## src/rtl/fraction_mix_scheduler.sv

```systemverilog
// Frame sequencer that shares one shift-add FMA across CHANNELS sources and publishes the mix.
// Optional macro OUTPUT_SAT_EN: saturate the 32-bit accumulator to 16 bits instead of truncating.
module fraction_mix_scheduler #(
   parameter int CHANNELS     = 8,
   parameter int DIVISOR_BITS = 7,
   parameter int IDX_BITS     = 3,
   parameter int TIMEOUT      = 24
) (
   input  logic                             clock,
   input  logic                             reset,
   input  logic                             frame_start,
   input  logic [CHANNELS-1:0]              ch_enable,
   input  logic [16*CHANNELS-1:0]           ch_sample,
   input  logic [DIVISOR_BITS*CHANNELS-1:0] ch_level,
   output logic                             fma_start,
   output logic                             fma_clear,
   output logic [DIVISOR_BITS-1:0]          fma_multiple,
   output logic [15:0]                      fma_in,
   input  logic                             fma_done,
   input  logic [31:0]                      fma_acc,
   output logic [15:0]                      mix_out,
   output logic                             mix_valid,
   output logic                             busy,
   output logic                             overrun,
   output logic                             timeout_err
);

   localparam int WD_W = $clog2(TIMEOUT + 1);
   localparam logic [IDX_BITS:0] IDX_END = (IDX_BITS + 1)'(CHANNELS);
   localparam logic [WD_W-1:0]   WD_LAST = WD_W'(TIMEOUT - 1);

   typedef enum logic [2:0] {
      S_IDLE, S_CLEAR, S_SCAN, S_ISSUE, S_SETTLE, S_WAIT, S_FINISH
   } state_t;

   state_t                  r_state;
   logic [IDX_BITS:0]       r_idx;
   logic [WD_W-1:0]         r_wdog;
   logic [CHANNELS-1:0]     r_en;
   logic                    r_fma_start;
   logic                    r_fma_clear;
   logic [DIVISOR_BITS-1:0] r_fma_mult;
   logic [15:0]             r_fma_in;
   logic [15:0]             r_mix_out;
   logic                    r_mix_valid;
   logic                    r_busy;
   logic                    r_overrun;
   logic                    r_timeout;

   logic [15:0]             w_smp [CHANNELS];
   logic [DIVISOR_BITS-1:0] w_lvl [CHANNELS];
   logic [IDX_BITS-1:0]     w_idx;
   logic                    w_skip;
   logic [15:0]             w_mix;

   for (genvar g = 0; g < CHANNELS; g++) begin : g_unpack
      assign w_smp[g] = ch_sample[16*g +: 16];
      assign w_lvl[g] = ch_level[DIVISOR_BITS*g +: DIVISOR_BITS];
   end

   // Only meaningful while r_idx < CHANNELS; SCAN checks the end first.
   assign w_idx  = r_idx[IDX_BITS-1:0];
   assign w_skip = !r_en[w_idx] || (w_lvl[w_idx] == '0);

`ifdef OUTPUT_SAT_EN
   always_comb begin
      w_mix = fma_acc[15:0];
      if ($signed(fma_acc) > 32'sd32767)
         w_mix = 16'h7FFF;
      else if ($signed(fma_acc) < -32'sd32768)
         w_mix = 16'h8000;
   end
`else
   logic w_unused_acc_hi;
   assign w_unused_acc_hi = ^fma_acc[31:16];
   assign w_mix = fma_acc[15:0];
`endif

   always_ff @(posedge clock) begin
      if (reset) begin
         r_state     <= S_IDLE;
         r_idx       <= '0;
         r_wdog      <= '0;
         r_en        <= '0;
         r_fma_start <= 1'b0;
         r_fma_clear <= 1'b0;
         r_fma_mult  <= '0;
         r_fma_in    <= '0;
         r_mix_out   <= '0;
         r_mix_valid <= 1'b0;
         r_busy      <= 1'b0;
         r_overrun   <= 1'b0;
         r_timeout   <= 1'b0;
      end else begin
         r_fma_start <= 1'b0;
         r_fma_clear <= 1'b0;
         r_mix_valid <= 1'b0;
         // Any frame_start outside IDLE (FINISH included) is dropped and flagged.
         if (frame_start && r_state != S_IDLE)
            r_overrun <= 1'b1;
         case (r_state)
            S_IDLE: begin
               if (frame_start) begin
                  r_en        <= ch_enable;
                  r_idx       <= '0;
                  r_busy      <= 1'b1;
                  r_fma_clear <= 1'b1;
                  r_state     <= S_CLEAR;
               end
            end
            S_CLEAR: r_state <= S_SCAN;
            S_SCAN: begin
               if (r_idx == IDX_END) begin
                  r_state <= S_FINISH;
               end else if (w_skip) begin
                  r_idx <= r_idx + 1'b1;
               end else begin
                  r_fma_in    <= w_smp[w_idx];
                  r_fma_mult  <= w_lvl[w_idx];
                  r_fma_start <= 1'b1;
                  r_wdog      <= '0;
                  r_state     <= S_ISSUE;
               end
            end
            S_ISSUE:  r_state <= S_SETTLE;
            // FMA done only drops a cycle after start, so it is not trusted here.
            S_SETTLE: r_state <= S_WAIT;
            S_WAIT: begin
               if (fma_done) begin
                  r_idx   <= r_idx + 1'b1;
                  r_state <= S_SCAN;
               end else if (r_wdog == WD_LAST) begin
                  r_timeout <= 1'b1;
                  r_idx     <= r_idx + 1'b1;
                  r_state   <= S_SCAN;
               end else begin
                  r_wdog <= r_wdog + 1'b1;
               end
            end
            S_FINISH: begin
               r_mix_out   <= w_mix;
               r_mix_valid <= 1'b1;
               r_busy      <= 1'b0;
               r_state     <= S_IDLE;
            end
            default: r_state <= S_IDLE;
         endcase
      end
   end

   assign fma_start    = r_fma_start;
   assign fma_clear    = r_fma_clear;
   assign fma_multiple = r_fma_mult;
   assign fma_in       = r_fma_in;
   assign mix_out      = r_mix_out;
   assign mix_valid    = r_mix_valid;
   assign busy         = r_busy;
   assign overrun      = r_overrun;
   assign timeout_err  = r_timeout;

endmodule
```

## config.mk

```make
export PLATFORM = sky130hd
export DESIGN_NAME = fraction_mix_scheduler
export DESIGN_NICKNAME = d
export VERILOG_FILES = /design/src/rtl/fraction_mix_scheduler.sv
export SDC_FILE = /design/constraint.sdc
export NUM_CORES = 1
export LEC_CHECK = 0
export CORE_MARGIN = 3
export CORE_UTILIZATION = 39
export DETAILED_ROUTE_END_ITERATION = 12
export GPL_ROUTABILITY_DRIVEN = 0
export MAX_ROUTING_LAYER = met4
export PLACE_DENSITY_LB_ADDON = 0.1
export RECOVER_POWER = 50
export SYNTH_ARGS = -nofsm -noshare
export SYNTH_HDL_FRONTEND = slang
export SYNTH_SLANG_ARGS = --single-unit
```

## constraint.sdc

```tcl
create_clock -name clock -period 5.6 [get_ports clock]
set_clock_uncertainty 0.2 [all_clocks]
set_input_delay 1.12 -clock clock [delete_from_list [all_inputs] [get_ports clock]]
set_output_delay 1.12 -clock clock [all_outputs]
set_load 0.05 [all_outputs]
```

==> flow_metrics.py, run 1 <==
metrics = {
    "die": {
        "core_area_um2": 10000,
        "ios": 273,
        "dieArea_um2": 11800,
        "die_w_um": 108,
        "chipHeight_um": 108,
        "num_rows": 36,
        "start_util_pct": 40.9,
    },
    "layout": {
        "area_growth_pct": 69.4,
        "stdcell_count": 791,
        "nets": 884,
        "design_area_um2": 6930,
        "drive_gt1_share_pct": 13.4,
        "antenna_cells": 0,
    },
    "cts": {
        "clock_path_buffers": 2,
        "clock_latency_ps": 340,
        "cts_root_buf": "clkbuf_8",
        "hold_buffers": 0,
        "cts_tree": "done",
        "clkSinkCount": 65,
        "clk_pin_slew_worst_paths_ps": 70,
        "postCtsSetupBuffers": 0,
        "post_cts_resized": 0,
        "numCtsBuffers": 9,
        "h-tree-depth": 3,
    },
    "global_route": {
        "grt_pass1_vias": 4434,
        "grt_pass1_wl_mm": 22.0,
        "antenna_found_initial": 0,
        "overflow": 0,
        "grt_max_degree": 60,
        "grt.total_usage_pct": 24.9,
    },
    "sta": {
        "rsz0062_at_grt": "no",
        "period_needed_ps": 3730,
        "tns_ps": 0,
        "slew_violations": 0,
        "final_hold_viol_count": 0,
        "setup_viol": 0,
        "max_freq_ghz": 0.268,
        "period_share_pct": 66.6,
        "fin_ws_ps": 1870,
        "tightest_slew_ps": 1130,
        "max_slew_margin_pct": 24.6,
    },
    "setup_path": {
        "critPathBufInv": 2,
        "end_kind": "flop",
        "start_kind": "primary input",
        "cp_top_family": "buffers and inverters",
        "critical_path_class": "in2reg",
        "required_ps": 5620,
        "path_common_cell": "nand2_1",
        "cp_data_arrival_time_ps": 3740,
        "cp_max_fo": 19,
        "cpPeakStageDelay_ps": 470,
        "cpMaxStageDelayCell": "a21o_1",
        "path_cells": "clkdlybuf4s50_1, mux4_2, nand2_1, nand2_1, nor4_2, a21o_1, buf_4, mux2i_1, nor2_1",
    },
    "synth": {
        "yosys-top-cells-count": "nand2_1 (79), dfxtp_1 (65), mux4_2 (45), nor2_1 (45), a21oi_1 (40)",
        "ys.flop_type": "dfxtp_1",
        "yosys.area.top_type": "dfxtp_1",
        "synth_top_cell_area_share_pct": 31.8,
        "syn_area_per_cell_um2": 9.81,
        "yosysSeqAreaShare_pct": 31.8,
        "synthCells": 417,
        "syn-num-nets": 648,
        "yosysUniqueCellTypes": 40,
        "yosysMostFrequentCell": "nand2_1",
        "synth_area_leaders": "dfxtp_1 (32%), mux4_2 (25%), nand2_1 (7.2%)",
        "synth_edf_count": 0,
        "synthArstFlopShare_pct": 0,
        "yosysWarnings": 0,
        "synthesis.area_um2": 4090,
        "synth-seq-cells": 65,
    },
    "power": {
        "p_leak_nw": 2.63,
        "total_power_w": 0.00129,
        "power.density_nw_per_um2": 187,
        "peakVddDrop_uv": 149,
    },
    "routing": {
        "first_pass_iters": 4,
        "routed_wl_mm": 14.0,
        "wl_per_cell_um": 17.7,
        "avgViaCountPerCell": 5.23,
        "final_antenna_net_count": 0,
        "vias": 4135,
        "drtIter0Drc": 173,
        "drc": 0,
    },
    "outcome": {
        "status": "finished, final reports clean",
    },
    "place": {
        "place_ws_ps": 1530,
        "io_buffers": 256,
        "placed_cells": 775,
        "postPlaceCellArea_um2": 6680,
        "dpl.hpwl_mm": 11.1,
    },
    "hold_path": {
        "hp-class": "reg2reg",
    },
    "flow_run": {
        "cap_violations": 0,
    },
}
metal layers:
metal  track usage (%)  share of wire, %  vias to the layer above
met5                 -                 0                        -
met4              8.39               2.8                        0
met3              9.25                11                       26
met2              43.3                51                      193
met1              26.0                35                     1922
li1                  -                 -                     1994
worst register-to-register path: stages (launching register included):
cell and delay (ps):
dfxtp_4 1020, mux4_2 610, nand2_1 80, nand2_1 110
nor4_2 360, a21o_1 470, buf_4 410, mux2i_1 250
nor2_1 60
through the flow:
step | hold slack [ps] | util (%)
finish | 253 | 69.3
detailed placement | 249 | 66.8
global placement | 241 | 66.8
CTS | 257 | 69.3
floorplan | 232 | -
global route | 280 | 69.3
registers in the layout (all words and copies together), names as in the netlist, 3 cells and up:
register      cells
mix_out          16
r_en              8
r_idx             4
fma_multiple      7
r_wdog            5
r_state           3
fma_in           16
final timing paths:
kind                              startpoint     endpoint  slack [ps]  cells after the start
worst max-delay path            ch_level[16]    fma_in[1]        1870                      9
worst min-delay path             mix_out[13]  mix_out[13]         250                      2
worst max register to register      r_idx[0]    fma_in[1]        1900                      8
worst min register to register   mix_out[13]  mix_out[13]         250                      2
cell usage in the layout, fill, tap and decap left out, drive strengths merged, types with 2 or more instances in the layout:
| cell type | n |
|---|---|
| mux2 | 18 |
| mux4 | 46 |
| nor3 | 9 |
| clkbuf | 10 |
| and2 | 2 |
| o311ai | 2 |
| a21o | 3 |
| clkdlybuf4s50 | 228 |
| inv | 2 |
| dfxtp | 65 |
| bufinv | 3 |
| nand2b | 5 |
| nor2b | 4 |
| a311oi | 2 |
| a21oi | 40 |
| nor2 | 45 |
| mux2i | 28 |
| nand2 | 79 |
| o21ai | 6 |
| buf | 3 |
| nand3 | 5 |
| clkinv | 2 |
| nand3b | 3 |
| or3 | 3 |
| o32a | 2 |
| ha | 3 |
| dlygate4sd3 | 27 |
area by class of cell:
type | instances | area [um2]
inverters | 2 | 7.51
multi-input cells | 317 | 2620
clock inverters | 6 | 115
well taps | 133 | 166
repair buffers | 258 | 2570
flip-flops and latches | 65 | 1310
fillers | 816 | 3070
clock buffers | 10 | 138
logic make-up (layout without fill, tap and decap cells):
| logic type | after synthesis | count (layout) | share of synthesized area (%) |
|---|---|---|---|
| buffers and inverters | 35 | 276 | 4.07 |
| flip-flops | 65 | 65 | 31.8 |
| AND/OR/NAND/NOR | 160 | 160 | 17.0 |
| multiplexers | 92 | 92 | 37.2 |
| AO/OA/AOI/OAI | 62 | 62 | 8.96 |
| adder cells (fa/ha/maj) | 3 | 3 | 0.918 |
power breakdown:
part / internal [W] / switching (W) / total, W
clock network: 0.000309 / 0.000185 / 0.000494
logic: 0.000209 / 0.0000968 / 0.000305
registers: 0.000474 / 0.0000212 / 0.000495
(Power assumes the default switching activity.)
==> run 2: changes to the inputs <==
- CORE_UTILIZATION: 39 -> 37
- clock period: 5.6 -> 3.8 ns (I/O delays scaled with it)
==> run 2 against run 1 <==
  * The run now ends with max-capacitance violations, max-slew violations left
  * Critical endpoint is now r_wdog[3]
  * Sequential share of layout area about the same
  * Core utilization shrank 3.8 points
  * Sequential power grew 46%
  * Clock power up 12%
  * Worst hold slack hardly changed
  * Via count grew 2.0%
  * First-iteration DRC count grew 15%
  * Largest power group unchanged
  * Register-to-register slack got worse by 1000 ps
  * Critical path type unchanged
==> flow_metrics.py, run 2 (synthesis gave the netlist of run 1 again) <==
metrics = {
    "outcome": {
        "status": "finished with violations",
        "violations": "max-capacitance violations, max-slew violations",
    },
    "layout": {
        "most-common-layout-cells": "clkdlybuf4s50_1 (231), nand2_1 (79), dfxtp_1 (63)",
        "antenna_cells": 0,
        "area_growth_pct": 68.9,
        "stdcell_count": 799,
        "multi_input_area_um2": 2620,
        "drive_gt1_share_pct": 13.6,
        "fillers": 874,
        "layout_commonest_cell": "clkdlybuf4s50_1",
        "regArea_um2": 1310,
        "fin_util_pct": 65.4,
        "design_area_um2": 6910,
        "nets": 889,
    },
    "routing": {
        "routed_wl_mm": 14.1,
        "avgViaCountPerCell": 5.28,
        "wl_per_cell_um": 17.6,
        "drtIter0Drc": 199,
        "vias": 4219,
        "first_pass_iters": 4,
        "final_antenna_net_count": 0,
        "drc": 0,
    },
    "cts": {
        "cts_tree": "done",
        "clkSinkCount": 65,
        "post_cts_resized": 0,
        "hold_buffers": 0,
        "cts_root_buf": "clkbuf_8",
        "clock_latency_ps": 340,
        "clock_path_buffers": 2,
        "numCtsBuffers": 9,
        "postCtsSetupBuffers": 0,
        "h-tree-depth": 3,
        "clk_pin_slew_worst_paths_ps": 70,
    },
    "die": {
        "start_util_pct": 38.8,
        "dieArea_um2": 12400,
        "core_area_um2": 10600,
        "ios": 273,
        "chipHeight_um": 111,
        "num_rows": 37,
        "die_w_um": 111,
    },
    "global_route": {
        "grt_max_degree": 54,
        "grt_pass1_wl_mm": 22.4,
        "grt_pass1_vias": 4441,
        "overflow": 0,
        "antenna_found_initial": 0,
        "grt.total_usage_pct": 23.0,
    },
    "sta": {
        "rsz0062_at_grt": "no",
        "tns_ps": 0,
        "setup_viol": 0,
        "slew_violations": 54,
        "tightest_slew_ps": 2280,
        "max_freq_ghz": 0.332,
        "period_share_pct": 79.4,
        "final_hold_viol_count": 0,
        "period_needed_ps": 3020,
        "max_slew_margin_pct": -51.9,
    },
    "setup_path": {
        "required_ps": 3810,
        "cpMaxStageDelayCell": "mux4_2",
        "end_kind": "flop",
        "cp_top_family": "buffers and inverters",
        "path_cells": "clkdlybuf4s50_1, mux4_2, nand2_1, nand2_1, nor4_2, a21o_1, buf_4, nand2_1, a311oi_1",
        "cpPeakStageDelay_ps": 480,
        "start_kind": "primary input",
        "path_common_cell": "nand2_1",
        "cp_data_arrival_time_ps": 3030,
        "worst-r2r-setup-slack_ps": 880,
        "critPathBufInv": 2,
        "critical_path_class": "in2reg",
        "cp_max_fo": 12,
    },
    "power": {
        "peakVddDrop_uv": 263,
        "p_leak_nw": 2.63,
        "power.density_nw_per_um2": 251,
    },
    "place": {
        "dpl.hpwl_mm": 11.4,
        "io_buffers": 256,
        "postPlaceCellArea_um2": 6720,
        "placed_cells": 783,
    },
    "hold_path": {
        "hp-class": "reg2reg",
    },
    "flow_run": {
        "cap_violations": 1,
    },
}
-- run 2: cell count changes in the layout (fill, tap and decap cells not counted), sizes merged --
cell / delta
clkdlybuf4s50: +3
dlygate4sd3: -3
clkbuf: +5
clkinvlp: -1
buf: +4
bufinv: -3
-- run 2: final cells by class --
type	instances	area share, %
clock inverter	2	0.145
sequential	65	18.9
clock buffer	14	2.64
timing repair buffer	263	37.8
tap	136	2.46
multi-input combinational	317	38.0
inverter	2	0.109
-- run 2: through the flow --
stage,worst slack (ps),hold slack (ps),power [W]
floorplan,1170,232,0.000938
global placement,525,242,0.00119
detailed placement,487,244,0.00120
CTS,820,253,0.00176
global route,577,266,0.00182
finish,784,254,0.00174
-- run 2: layer usage --
layer	track usage [%]	routed length, um	up-vias
met5	-	0	-
met4	6.16	260	0
met3	7.42	1250	23
met2	40.5	7230	184
met1	25.1	5340	2002
li1	-	-	2010
-- run 2: worst reg2reg max path: cells and delay by family, from the launching register on --
| kind | cells | cell delay (ps) |
|---|---|---|
| AOI/OAI and AO/OA | 2 | 490 |
| buffers and inverters | 1 | 230 |
| DFF | 1 | 800 |
| muxes | 1 | 440 |
| and+or+nand+nor | 4 | 650 |
-- run 2: report_power, final --
| group | internal [W] | switching [W] | total [W] |
|---|---|---|---|
| clock | 0.000306 | 0.000248 | 0.000555 |
| sequential | 0.000699 | 0.0000219 | 0.000721 |
| combinational | 0.000308 | 0.000152 | 0.000461 |
-- run 2: worst paths after layout --
| path | from | end | depth (start not counted) |
|---|---|---|---|
| worst max-delay path | ch_level[43] | r_wdog[3] | 9 |
| worst min-delay path | r_en[2] | r_en[2] | 2 |
| worst min register to register | r_en[2] | r_en[2] | 2 |
| worst max register to register | r_idx[2] | r_wdog[3] | 8 |
